--- src/rtl/seg7_pkg.sv ---
// rtl/seg7_pkg.sv - segment patterns and anode position codes, all active-low
package seg7_pkg;
  localparam logic [6:0] SEG_0    = 7'b1000000;
  localparam logic [6:0] SEG_1    = 7'b1111001;
  localparam logic [6:0] SEG_2    = 7'b0100100;
  localparam logic [6:0] SEG_3    = 7'b0110000;
  localparam logic [6:0] SEG_4    = 7'b0011001;
  localparam logic [6:0] SEG_5    = 7'b0010010;
  localparam logic [6:0] SEG_6    = 7'b0000010;
  localparam logic [6:0] SEG_7    = 7'b1111000;
  localparam logic [6:0] SEG_8    = 7'b0000000;
  localparam logic [6:0] SEG_9    = 7'b0010000;
  localparam logic [6:0] SEG_A    = 7'b0001000;
  localparam logic [6:0] SEG_B    = 7'b0000011;
  localparam logic [6:0] SEG_C    = 7'b1000110;
  localparam logic [6:0] SEG_D    = 7'b0100001;
  localparam logic [6:0] SEG_E    = 7'b0000110;
  localparam logic [6:0] SEG_F    = 7'b0001110;
  localparam logic [6:0] SEG_DASH = 7'b0111111;
  localparam logic [6:0] SEG_OFF  = 7'b1111111;

  localparam logic [3:0] AN_POS3 = 4'b0111;
  localparam logic [3:0] AN_POS2 = 4'b1011;
  localparam logic [3:0] AN_POS1 = 4'b1101;
  localparam logic [3:0] AN_POS0 = 4'b1110;
  localparam logic [3:0] AN_OFF  = 4'b1111;
endpackage

--- src/rtl/hex7seg_decoder.sv ---
// rtl/hex7seg_decoder.sv - byte to segment pattern; values above 0x0F show a dash
module hex7seg_decoder
  import seg7_pkg::*;
(
  input  logic [7:0] value,
  output logic [6:0] seg
);
  always_comb begin
    seg = SEG_DASH;
    if (value[7:4] == 4'd0) begin
      case (value[3:0])
        4'h0: seg = SEG_0;
        4'h1: seg = SEG_1;
        4'h2: seg = SEG_2;
        4'h3: seg = SEG_3;
        4'h4: seg = SEG_4;
        4'h5: seg = SEG_5;
        4'h6: seg = SEG_6;
        4'h7: seg = SEG_7;
        4'h8: seg = SEG_8;
        4'h9: seg = SEG_9;
        4'hA: seg = SEG_A;
        4'hB: seg = SEG_B;
        4'hC: seg = SEG_C;
        4'hD: seg = SEG_D;
        4'hE: seg = SEG_E;
        default: seg = SEG_F;
      endcase
    end
  end
endmodule

--- src/rtl/seven_seg_scanner.sv ---
// rtl/seven_seg_scanner.sv - 4-digit multiplexed display driver with per-frame
// input latching and warning blink on the left digit pair
module seven_seg_scanner
  import seg7_pkg::*;
#(
  parameter int REFRESH_DIV  = 100000,
  parameter int BLINK_FRAMES = 64
) (
  input  logic       CLK,
  input  logic       clear,
  input  logic [7:0] digit1,
  input  logic [7:0] digit0,
  input  logic [7:0] count1,
  input  logic [7:0] count0,
  input  logic       warning,
  output logic [3:0] an,
  output logic [6:0] seg,
  output logic       dp
);
  localparam int RW = $clog2(REFRESH_DIV);
  localparam int BW = (BLINK_FRAMES > 1) ? $clog2(BLINK_FRAMES) : 1;

  logic [RW-1:0] rcnt;
  logic          tick;
  logic          tick_d;
  logic [1:0]    idx;
  logic [BW-1:0] bcnt;
  logic          blink_ph;
  logic [7:0]    sh_d1, sh_d0, sh_c1, sh_c0;
  logic          sh_warn;

  logic [7:0]    cur_val;
  logic [3:0]    pos_an;
  logic [6:0]    dec_seg;
  logic          blank;
  logic [3:0]    an_next;
  logic [6:0]    seg_next;
  logic          dp_next;

  assign tick = (rcnt == RW'(REFRESH_DIV - 1));

  always_ff @(posedge CLK or posedge clear) begin
    if (clear) begin
      rcnt     <= '0;
      tick_d   <= 1'b0;
      idx      <= 2'd0;
      bcnt     <= '0;
      blink_ph <= 1'b0;
      sh_d1    <= 8'd0;
      sh_d0    <= 8'd0;
      sh_c1    <= 8'd0;
      sh_c0    <= 8'd0;
      sh_warn  <= 1'b0;
      an       <= AN_OFF;
      seg      <= SEG_OFF;
      dp       <= 1'b1;
    end else begin
      rcnt   <= tick ? '0 : rcnt + 1'b1;
      tick_d <= tick;
      if (tick) begin
        if (idx == 2'd0) begin
          // Frame boundary: snapshot inputs so a frame never mixes old and new values
          idx     <= 2'd3;
          sh_d1   <= digit1;
          sh_d0   <= digit0;
          sh_c1   <= count1;
          sh_c0   <= count0;
          sh_warn <= warning;
          if (bcnt == BW'(BLINK_FRAMES - 1)) begin
            bcnt     <= '0;
            blink_ph <= ~blink_ph;
          end else begin
            bcnt <= bcnt + 1'b1;
          end
        end else begin
          idx <= idx - 2'd1;
        end
      end
      if (tick_d) begin
        an  <= an_next;
        seg <= seg_next;
        dp  <= dp_next;
      end
    end
  end

  always_comb begin
    cur_val = sh_c0;
    pos_an  = AN_POS0;
    case (idx)
      2'd3: begin cur_val = sh_d1; pos_an = AN_POS3; end
      2'd2: begin cur_val = sh_d0; pos_an = AN_POS2; end
      2'd1: begin cur_val = sh_c1; pos_an = AN_POS1; end
      default: begin cur_val = sh_c0; pos_an = AN_POS0; end
    endcase
  end

  hex7seg_decoder u_dec (
    .value (cur_val),
    .seg   (dec_seg)
  );

  // Blanking only hits positions 3 and 2 (idx[1] set); dp on position 3 survives it
  always_comb begin
    blank    = sh_warn & blink_ph & idx[1];
    an_next  = blank ? AN_OFF : pos_an;
    seg_next = blank ? SEG_OFF : dec_seg;
    dp_next  = ~(sh_warn & (idx == 2'd3));
  end
endmodule

--- config.mk ---
export PLATFORM = sky130hd
export DESIGN_NAME = seven_seg_scanner
export DESIGN_NICKNAME = d
export VERILOG_FILES = /design/src/rtl/seg7_pkg.sv /design/src/rtl/hex7seg_decoder.sv /design/src/rtl/seven_seg_scanner.sv
export SDC_FILE = /design/constraint.sdc
export NUM_CORES = 1
export LEC_CHECK = 0
export CAP_MARGIN = 20
export CORE_UTILIZATION = 30
export CTS_CLUSTER_DIAMETER = 200
export DETAILED_ROUTE_END_ITERATION = 8
export HOLD_SLACK_MARGIN = 0.1
export PLACE_DENSITY = 0.57
export SLEW_MARGIN = 20
export SYNTH_ARGS = -nofsm -noshare
export SYNTH_HDL_FRONTEND = slang
export SYNTH_SLANG_ARGS = --single-unit
--- constraint.sdc ---
create_clock -name CLK -period 2.6 [get_ports CLK]
set_input_delay 0.26 -clock CLK [delete_from_list [all_inputs] [get_ports CLK]]
set_output_delay 0.26 -clock CLK [all_outputs]
set_load 0.05 [all_outputs]
-- Yosys cells after proc, flatten, opt, wreduce, memory -nomap -nowiden
Memory sizes are Yosys's and may differ from the RTL's.
Cells that the tools add are included.
- register bits after elaboration: 72
- bits in read-only memories: 112
- input port bits: 35
- output and inout bits: 12
- word-level logic and storage cells: 39
- memories: 1
- $add $sub $neg: 3
- equal/unequal tests: 5
- mux-type cells: 8
- bitwise logic cells: 5
- reductions and logical operators: 4
- memory list (name ; depth ; width ; read ports ; clocked after memory_dff ; write ports ; line ; RTL):
    (name not given) ; 16 ; 7 ; 1 ; 0 ; 0 ; hex7seg_decoder.sv:11 ; case (value[3:0])
- operators by type and width (operator ; count):
    $pmux W8 S3 ; 1
    $add A17 B1 Y17 const B ; 1
    $eq A17 B17 Y1 const B ; 1
    $mux W17 ; 1
    $mux W7 ; 2
    $pmux W4 S3 ; 1
    $add A6 B1 Y6 const B ; 1
    $eq A6 B6 Y1 const B ; 1
    $mux W6 ; 1
    $eq A2 B2 Y1 const B ; 2
    $logic_not A4 Y1 ; 1
    $mux W4 ; 1
    $and A1 B1 Y1 ; 3
    $reduce_and A3 Y1 ; 1
    $eq A2 B1 Y1 const B ; 1
    $logic_not A2 Y1 ; 1
    $mux W2 ; 1
    $not A1 Y1 ; 2
    $reduce_and A2 Y1 ; 1
    $sub A2 B1 Y2 const B ; 1

-- Depth between registers and ports, before layout
Gate-level depths: netlist of run 1.
- depth after elaboration: 5
- mapped depth: 9
- gate-level depth less buffers: 9

-- Cells and area by module
A second synthesis of run 1 with hierarchy kept.
- cells, all modules: 301
- area, all modules: 3683.5 um^2
- modules (own cells, without submodules) (module ; instances ; cells each ; area an instance (um^2) ; sequential area each (um^2)):
    seven_seg_scanner ; 1 ; 262 ; 3359.5 ; 1816.7
    hex7seg_decoder ; 1 ; 39 ; 324.1 ; 0.0

-- Least setup slack after synthesis of run 1
Ideal clock, no wire load.
- kind: register to register
- from: reg idx[0]
- to: reg seg[3]
- setup time: 0.085 ns
- arrival time: 2.139 ns
- required time: 2.515 ns
- slack: 0.376 ns
- stages on the path, launching flop included: 10
- path buffers: 0
- period minus slack after synthesis: 2.224 ns
- cells stage by stage: dfrtp_1 inv_1 ha_1 clkinv_1 a21oi_1 inv_1 ha_1 mux2_2 o22ai_1 a21oi_1
- word-level cells in the longest chain between the ends: 5
- elaborated cells on any way between the ends: 8
- those cells by class: eq/ne: 3; mux: 3; reduce/logical: 1; memory: 1
- RTL lines (element ; line ; RTL):
    start: declaration ; seven_seg_scanner.sv:26 ; logic [1:0] idx;
    start signal: assignment ; seven_seg_scanner.sv:76 ; idx <= idx - 2'd1;
    $eq A2 B1 Y1 or $eq A2 B2 Y1 (tied branches) ; seven_seg_scanner.sv:90 ; case (idx)
    $pmux W8 S3 (*) ; seven_seg_scanner.sv:90 ;
    $mem_v2 Z16 W7 or $logic_not A4 Y1 (tied branches) ; -- ;
    $mux W7 (*) ; hex7seg_decoder.sv:10 ; if (value[7:4] == 4'd0) begin
    $mux W7 (*) ; seven_seg_scanner.sv:107 ; seg_next = blank ? SEG_OFF : dec_seg;
    end signal: assignment ; seven_seg_scanner.sv:81 ; seg <= seg_next;
    end: declaration ; seven_seg_scanner.sv:17 ; output logic [6:0] seg,
Mark *: on every way between the ends. The rest lies on a longest branch, timed or not.
A chain may end at the register's enable or synchronous reset.

-- Final worst setup path of run 1
Same ends and word-level chain as after synthesis.

==> results of run 1 <==
## cell usage after synthesis (5+ instances only)
master and count:
sky130_fd_sc_hd__a21oi_1 10, sky130_fd_sc_hd__and2_1 5, sky130_fd_sc_hd__nand2_1 111, sky130_fd_sc_hd__mux2_2 5, sky130_fd_sc_hd__o21ai_0 9, sky130_fd_sc_hd__inv_1 9
sky130_fd_sc_hd__nand4_1 6, sky130_fd_sc_hd__xnor2_1 12, sky130_fd_sc_hd__nand3_1 12, sky130_fd_sc_hd__ha_1 14, sky130_fd_sc_hd__clkbuf_1 7, sky130_fd_sc_hd__dfrtp_1 60
sky130_fd_sc_hd__dfstp_2 12, sky130_fd_sc_hd__nor2_1 28
## kinds of logic after synthesis
kind of cell / after synthesis / share of synthesized area
AOI/OAI and AO/OA: 40 / 0.0795
xor gates and xnor gates: 17 / 0.0454
adders and majority gates: 14 / 0.0508
buffers and inverters: 22 / 0.0283
DFF: 72 / 0.527
muxes: 8 / 0.0250
and+or+nand+nor: 184 / 0.244
## power by group through the flow
stage | registers, mW | clock network (mW) | logic, mW
floorplan | 1.14 | 0 | 0.0167
global placement | 1.14 | 0 | 0.0768
detailed placement | 1.14 | 0 | 0.0770
CTS | 1.12 | 1.33 | 0.0775
global route | 1.12 | 1.39 | 0.0834
finish | 1.12 | 1.31 | 0.0749
## worst min-delay path, stage by stage
cell and delay [ps]:
sky130_fd_sc_hd__clkdlybuf4s50_1 410, sky130_fd_sc_hd__inv_2 60, sky130_fd_sc_hd__buf_4 340
## worst paths after layout
kind                            from        to  slack [ps]  depth (start not counted)
max in group asynchronous      clear    seg[4]        1830                          3
setup / recovery              idx[0]    seg[3]         180                          9
hold reg to reg             sh_c0[5]  sh_c0[5]         470                          2
min in group CLK           digit1[7]  sh_d1[7]         460                          3
hold / removal                 clear  sh_c0[5]         340                          3
setup reg to reg              idx[0]    seg[3]         180                          9
## layer usage
layer  global-route usage  share of wire  routed length [um]  vias up
li1                     -              -                   -     1305
met2                0.205           0.46                3320       50
met3               0.0287          0.034                 248        7
met5                    0              0                   0        -
met1                0.180           0.49                3550     1238
met4               0.0533          0.014                 104        0
## layout make-up
cell class                      instances  area (um^2)  area share
Sequential cell                        72         1820       0.410
Multi-Input combinational cell        263         1540       0.347
Timing Repair Buffer                   55          541       0.122
Clock buffer                           10          239      0.0539
Tap cell                              140          175      0.0395
Clock inverter                          6         82.6      0.0186
Inverter                               10         41.3     0.00931
## per-stage QoR
step | hold WS (ps) | cell area (um^2)
after global placement | 456 | 4100
after CTS | 371 | 4420
after detailed placement | 458 | 4100
after global routing | 399 | 4430
final | 341 | 4430
after floorplan | 372 | 3450
## sequential cells by signal, indices dropped and copies added, names as in the netlist, 2 cells and up
register  count
rcnt         17
sh_c0         8
sh_c1         8
sh_d0         8
sh_d1         8
seg           7
bcnt          6
an            4
idx           2
## timing repair
action / in CTS / in global routing
setup endpoints to repair: 0 / 1
resized for setup: 0 / 3
hold endpoints to repair: 0 / 0
==> impl_metrics.py, run 1 <==
metrics = {
    "synthesis": {
        "synth_fp_nets": 406,
        "yosysTopAreaCellShare": 0.436,
        "yosys_warnings": 0,
        "yosys.cell_types.count": 46,
        "synthArstFlopShare": 1.00,
        "synth-seq-area-share": 0.527,
        "syn_inst": 357,
        "post_synth_instance_area_mm2": 0.00345,
        "synth_area_leaders": "sky130_fd_sc_hd__dfrtp_1 (44%), sky130_fd_sc_hd__nand2_1 (12%), sky130_fd_sc_hd__dfstp_2 (9.1%), sky130_fd_sc_hd__ha_1 (5.1%), sky130_fd_sc_hd__nor2_1 (3.0%)",
        "synth_top_area_cell": "sky130_fd_sc_hd__dfrtp_1",
        "synth_flop_cell": "sky130_fd_sc_hd__dfrtp_1",
        "ys_seq_elements": 72,
        "mean_instance_size_in_the_synthesized_netlist_um2": 9.66,
        "synth_edf_count": 0,
    },
    "clocking": {
        "clock_latency_reported_for_the_late_side_of_the_worst_skew_pair_ps": 330,
        "cts_buffers": 9,
        "ctsRootBufferMaster": "sky130_fd_sc_hd__clkbuf_16",
        "tritoncts": "built",
        "number_of_h_tree_branching_levels": 3,
        "post-cts-setup-buffer-count": 0,
        "clock-sinks": 72,
        "cts_buffer_depth": 2,
        "cts.hold.buffers_added": 0,
        "clk_transition_reported_paths_ps": 50,
    },
    "critical_path": {
        "critical-path-slowest-cell": "sky130_fd_sc_hd__dfrtp_1",
        "critical_path.startpoint_type": "register",
        "crit_arrival_ps": 2660,
        "critical_path.top_delay_family": "compound AO/OA/AOI/OAI gates",
        "worst_path_bufs_invs": 2,
        "path_class": "register to register",
        "worst_path_largest_cell_delay_ps": 430,
        "setup.worst_path.end_class": "register",
        "critical_path.cell_chain": "inv_1 -> ha_1 -> a222oi_1 -> mux2_4 -> inv_1 -> ha_1 -> mux2_2 -> o22ai_1 -> a21oi_1",
        "timing.critical_path.fanout_max": 6,
        "worst_ep_required_ps": 2840,
    },
    "timing": {
        "post-route-worst-setup-slack_ps": 184,
        "final.period_utilization": 0.929,
        "worst_max_slew_pin_slew_ps": 607,
        "final_setup_viols": 0,
        "finalSetupTns_ps": 0,
        "finalMaxSlewViolations": 0,
        "worst_slew_margin_rel": 0.584,
        "rsz0062_at_grt": "no",
        "finalHoldViolations": 0,
        "final.min_clock_period_ps": 2420,
        "fmaxAchievable_ghz": 0.414,
        "clock-skew-final_ps": 5.94,
    },
    "drt": {
        "drt_wl_total_um": 7220,
        "drt_pre_antenna_iters": 4,
        "detailedRoute.firstIterationViolations": 121,
        "drc": 0,
        "avgViaCountPerCell": 4.68,
        "vias": 2600,
        "drt-wirelength-per-cell_um": 13.0,
        "detail-route-antenna-nets": 0,
    },
    "place": {
        "post-place-cells": 540,
        "dp_hpwl_um": 5270,
        "buffer_ports.inserted": 46,
        "place_congestion": 0.841,
        "dp_worst_setup_slack_ps": 202,
    },
    "final_layout": {
        "final_net_count": 460,
        "mostFrequentLayoutCell": "sky130_fd_sc_hd__nand2_1",
        "final_cell_mix": "sky130_fd_sc_hd__nand2_1 (111), sky130_fd_sc_hd__dfrtp_1 (60), sky130_fd_sc_hd__clkdlybuf4s50_1 (46), sky130_fd_sc_hd__nor2_1 (28), sky130_fd_sc_hd__ha_1 (13)",
        "layout.core_utilization": 0.402,
        "drive_above_1_share": 0.123,
        "area_growth_synth_to_finish_pct": 28.6,
        "antenna_cells": 0,
        "finalNonFillerCells": 556,
        "num-fill-cells": 1109,
    },
    "run": {
        "maxCapViolCount": 0,
    },
    "global_route": {
        "grt_start_max_net_pins": 42,
        "grt_overall_usage": 0.132,
        "antenna_found_initial": 0,
        "first_global_vias": 2521,
        "global_route_wire_length_before_repair_um": 12100,
        "grt_remaining_overflow": 0,
    },
    "power_and_ir_drop": {
        "switching_share": 0.191,
        "p_int_mw": 2.03,
        "power.leakage_nw": 1.89,
        "sequential_fraction_of_design_power": 0.447,
        "comb_power_share": 0.030,
        "netSwitchingPower_mw": 0.480,
        "irDropWorstVdd_uv": 342,
        "report.power.total_mw": 2.51,
        "power_density_mw_per_mm2": 566,
        "power_frac_clock": 0.523,
    },
    "die": {
        "effective_utilization_at_floorplan": 0.313,
        "rows": 38,
        "io-pin-count": 47,
        "fp.dieArea_mm2": 0.0119,
        "core_region_area_mm2": 0.0110,
        "die_w_um": 109,
        "die-height_um": 109,
    },
    "run_status": {
        "outcome": "completed",
    },
    "hold_path": {
        "hold_class": "input port to async pin",
    },
}
Power figures use the tool's default switching activity.
==> run 2, diff against run 1 <==
--- a/config.mk
+++ b/config.mk
@@ -6,6 +6,7 @@
 export NUM_CORES = 1
 export LEC_CHECK = 0
 export CAP_MARGIN = 20
+export CORE_MARGIN = 2
 export CORE_UTILIZATION = 30
 export CTS_CLUSTER_DIAMETER = 200
 export DETAILED_ROUTE_END_ITERATION = 8
==> run 2 against run 1 <==
  * Final cell count up 0.36%
  * Critical path type unchanged
  * Sequential share of layout area is 0.24 points lower
  * Largest cell class unchanged
  * Routed wire length grew 2.3%
  * Largest power group unchanged
  * Critical path depth did not move
  * Highest routed layer unchanged
==> impl_metrics.py, run 2 (synthesis gave the netlist of run 1 again) <==
metrics = {
    "power_and_ir_drop": {
        "power_density_mw_per_mm2": 588,
        "power.leakage_nw": 1.91,
        "irDropWorstVdd_uv": 311,
    },
    "timing": {
        "worst_slew_margin_rel": 0.593,
        "worst_max_slew_pin_slew_ps": 593,
        "fmaxAchievable_ghz": 0.421,
        "final.min_clock_period_ps": 2380,
        "finalSetupTns_ps": 0,
        "clock-skew-final_ps": 8.58,
        "final.period_utilization": 0.914,
        "final_setup_viols": 0,
        "finalHoldViolations": 0,
        "worst_hold_slack_ps": 312,
        "rsz0062_at_grt": "no",
        "finalMaxSlewViolations": 0,
    },
    "final_layout": {
        "largest_register_ff_count": 17,
        "final_net_count": 459,
        "final_cell_mix": "sky130_fd_sc_hd__nand2_1 (111), sky130_fd_sc_hd__dfrtp_1 (59), sky130_fd_sc_hd__clkdlybuf4s50_1 (46), sky130_fd_sc_hd__nor2_1 (28), sky130_fd_sc_hd__ha_1 (14)",
        "antenna_cells": 0,
        "finalNonFillerCells": 558,
        "largest_register": "rcnt",
        "num-fill-cells": 1159,
        "mostFrequentLayoutCell": "sky130_fd_sc_hd__nand2_1",
        "drive_above_1_share": 0.116,
        "area_growth_synth_to_finish_pct": 29.5,
    },
    "clocking": {
        "ctsRootBufferMaster": "sky130_fd_sc_hd__clkbuf_16",
        "clock-sinks": 72,
        "post-cts-setup-buffer-count": 0,
        "clock_latency_reported_for_the_late_side_of_the_worst_skew_pair_ps": 330,
        "cts_buffers": 9,
        "cts_buffer_depth": 2,
        "clk_transition_reported_paths_ps": 60,
        "tritoncts": "built",
        "number_of_h_tree_branching_levels": 3,
    },
    "place": {
        "buffer_ports.inserted": 46,
        "dp_hpwl_um": 5300,
        "post-place-cells": 542,
        "place_congestion": 0.832,
    },
    "critical_path": {
        "number_of_cells_traversed_by_the_worst_register_to_register_path": 9,
        "crit_arrival_ps": 2610,
        "critical_path.startpoint_type": "register",
        "path_class": "register to register",
        "reg2reg_slack_ps": 220,
        "critical-path-slowest-cell": "sky130_fd_sc_hd__a222oi_1",
        "worstReg2RegStart": "idx[1]",
        "reg2reg_to": "seg[3]",
        "setup.worst_path.end_class": "register",
        "worst_path_largest_cell_delay_ps": 450,
        "timing.critical_path.fanout_max": 6,
        "critical_path.cell_chain": "inv_1 -> ha_1 -> a222oi_1 -> mux2_4 -> inv_1 -> ha_1 -> mux2_2 -> o22ai_1 -> a21oi_1",
        "worst_ep_required_ps": 2840,
    },
    "die": {
        "rows": 39,
        "effective_utilization_at_floorplan": 0.304,
        "die-height_um": 111,
        "fp.dieArea_mm2": 0.0124,
        "die_w_um": 111,
        "io-pin-count": 47,
        "core_region_area_mm2": 0.0113,
    },
    "drt": {
        "detailedRoute.firstIterationViolations": 129,
        "drc": 0,
        "detail-route-antenna-nets": 0,
        "drt-wirelength-per-cell_um": 13.2,
        "vias": 2612,
        "drt_wl_total_um": 7390,
        "avgViaCountPerCell": 4.68,
        "drt_pre_antenna_iters": 5,
    },
    "run_status": {
        "outcome": "completed",
    },
    "hold_path": {
        "hold_class": "input port to async pin",
    },
    "global_route": {
        "grt_start_max_net_pins": 73,
        "first_global_vias": 2602,
        "grt_remaining_overflow": 0,
        "grt_overall_usage": 0.128,
        "global_route_wire_length_before_repair_um": 12700,
        "antenna_found_initial": 0,
    },
    "run": {
        "maxCapViolCount": 0,
    },
}
-- run 2: worst max-delay path, delay by kind of cell (launching register included) --
family | cells | cell delay [ps]
muxes | 2 | 520
DFF | 1 | 410
adders and majority gates | 2 | 490
AOI/OAI and AO/OA | 3 | 680
buffers and inverters | 2 | 190
-- run 2: final cells by class --
| type | count | area, um^2 | area share |
|---|---|---|---|
| sequential | 72 | 1820 | 0.407 |
| multi-input combinational | 263 | 1540 | 0.344 |
| tap | 143 | 179 | 0.0401 |
| clock buffer | 11 | 243 | 0.0544 |
| inverter | 10 | 37.5 | 0.00841 |
| timing repair buffer | 54 | 546 | 0.122 |
| clock inverter | 5 | 104 | 0.0233 |
-- run 2: layer usage --
metal / vias up / routed length (um) / GRT usage / share of wire
li1: 1308 / - / - / -
met1: 1233 / 3630 / 0.171 / 0.49
met2: 58 / 3330 / 0.198 / 0.45
met3: 13 / 277 / 0.0350 / 0.037
met4: 0 / 155 / 0.0535 / 0.021
met5: - / 0 / 0 / 0
-- run 2: worst max path at each step --
stage,slack [ps],from,cells past startpoint,endpoint
2_1_floorplan,380,idx[0],9,seg[3]
3_3_place_gp,310,idx[1],9,seg[3]
3_5_place_dp,220,idx[1],9,seg[3]
4_1_cts,170,idx[1],9,seg[3]
5_1_grt,7,idx[0],9,seg[3]
6_report,220,idx[1],9,seg[3]
-- run 2: timing repair --
item	in CTS	in global routing
resized for setup	0	2
hold buffers	0	0
endpoints found under the setup margin	0	1
-- run 2: where the power goes --
| group | leakage [nW] | switching [mW] | total [mW] | internal, mW |
|---|---|---|---|---|
| Sequential | 0.774 | 0 | 1.12 | 1.12 |
| Clock | 0.170 | 0.462 | 1.43 | 0.963 |
| Combinational | 0.964 | 0.0288 | 0.0768 | 0.0480 |
-- run 2: metrics by stage --
stage	power (mW)	worst slack, ps	utilization	area, um^2
3_5_place_dp	1.22	222	0.363	4110
3_3_place_gp	1.22	310	0.363	4110
5_1_grt	2.71	6.64	0.394	4460
2_1_floorplan	1.16	376	-	3450
4_1_cts	2.66	174	0.394	4460
6_report	2.62	224	0.394	4460
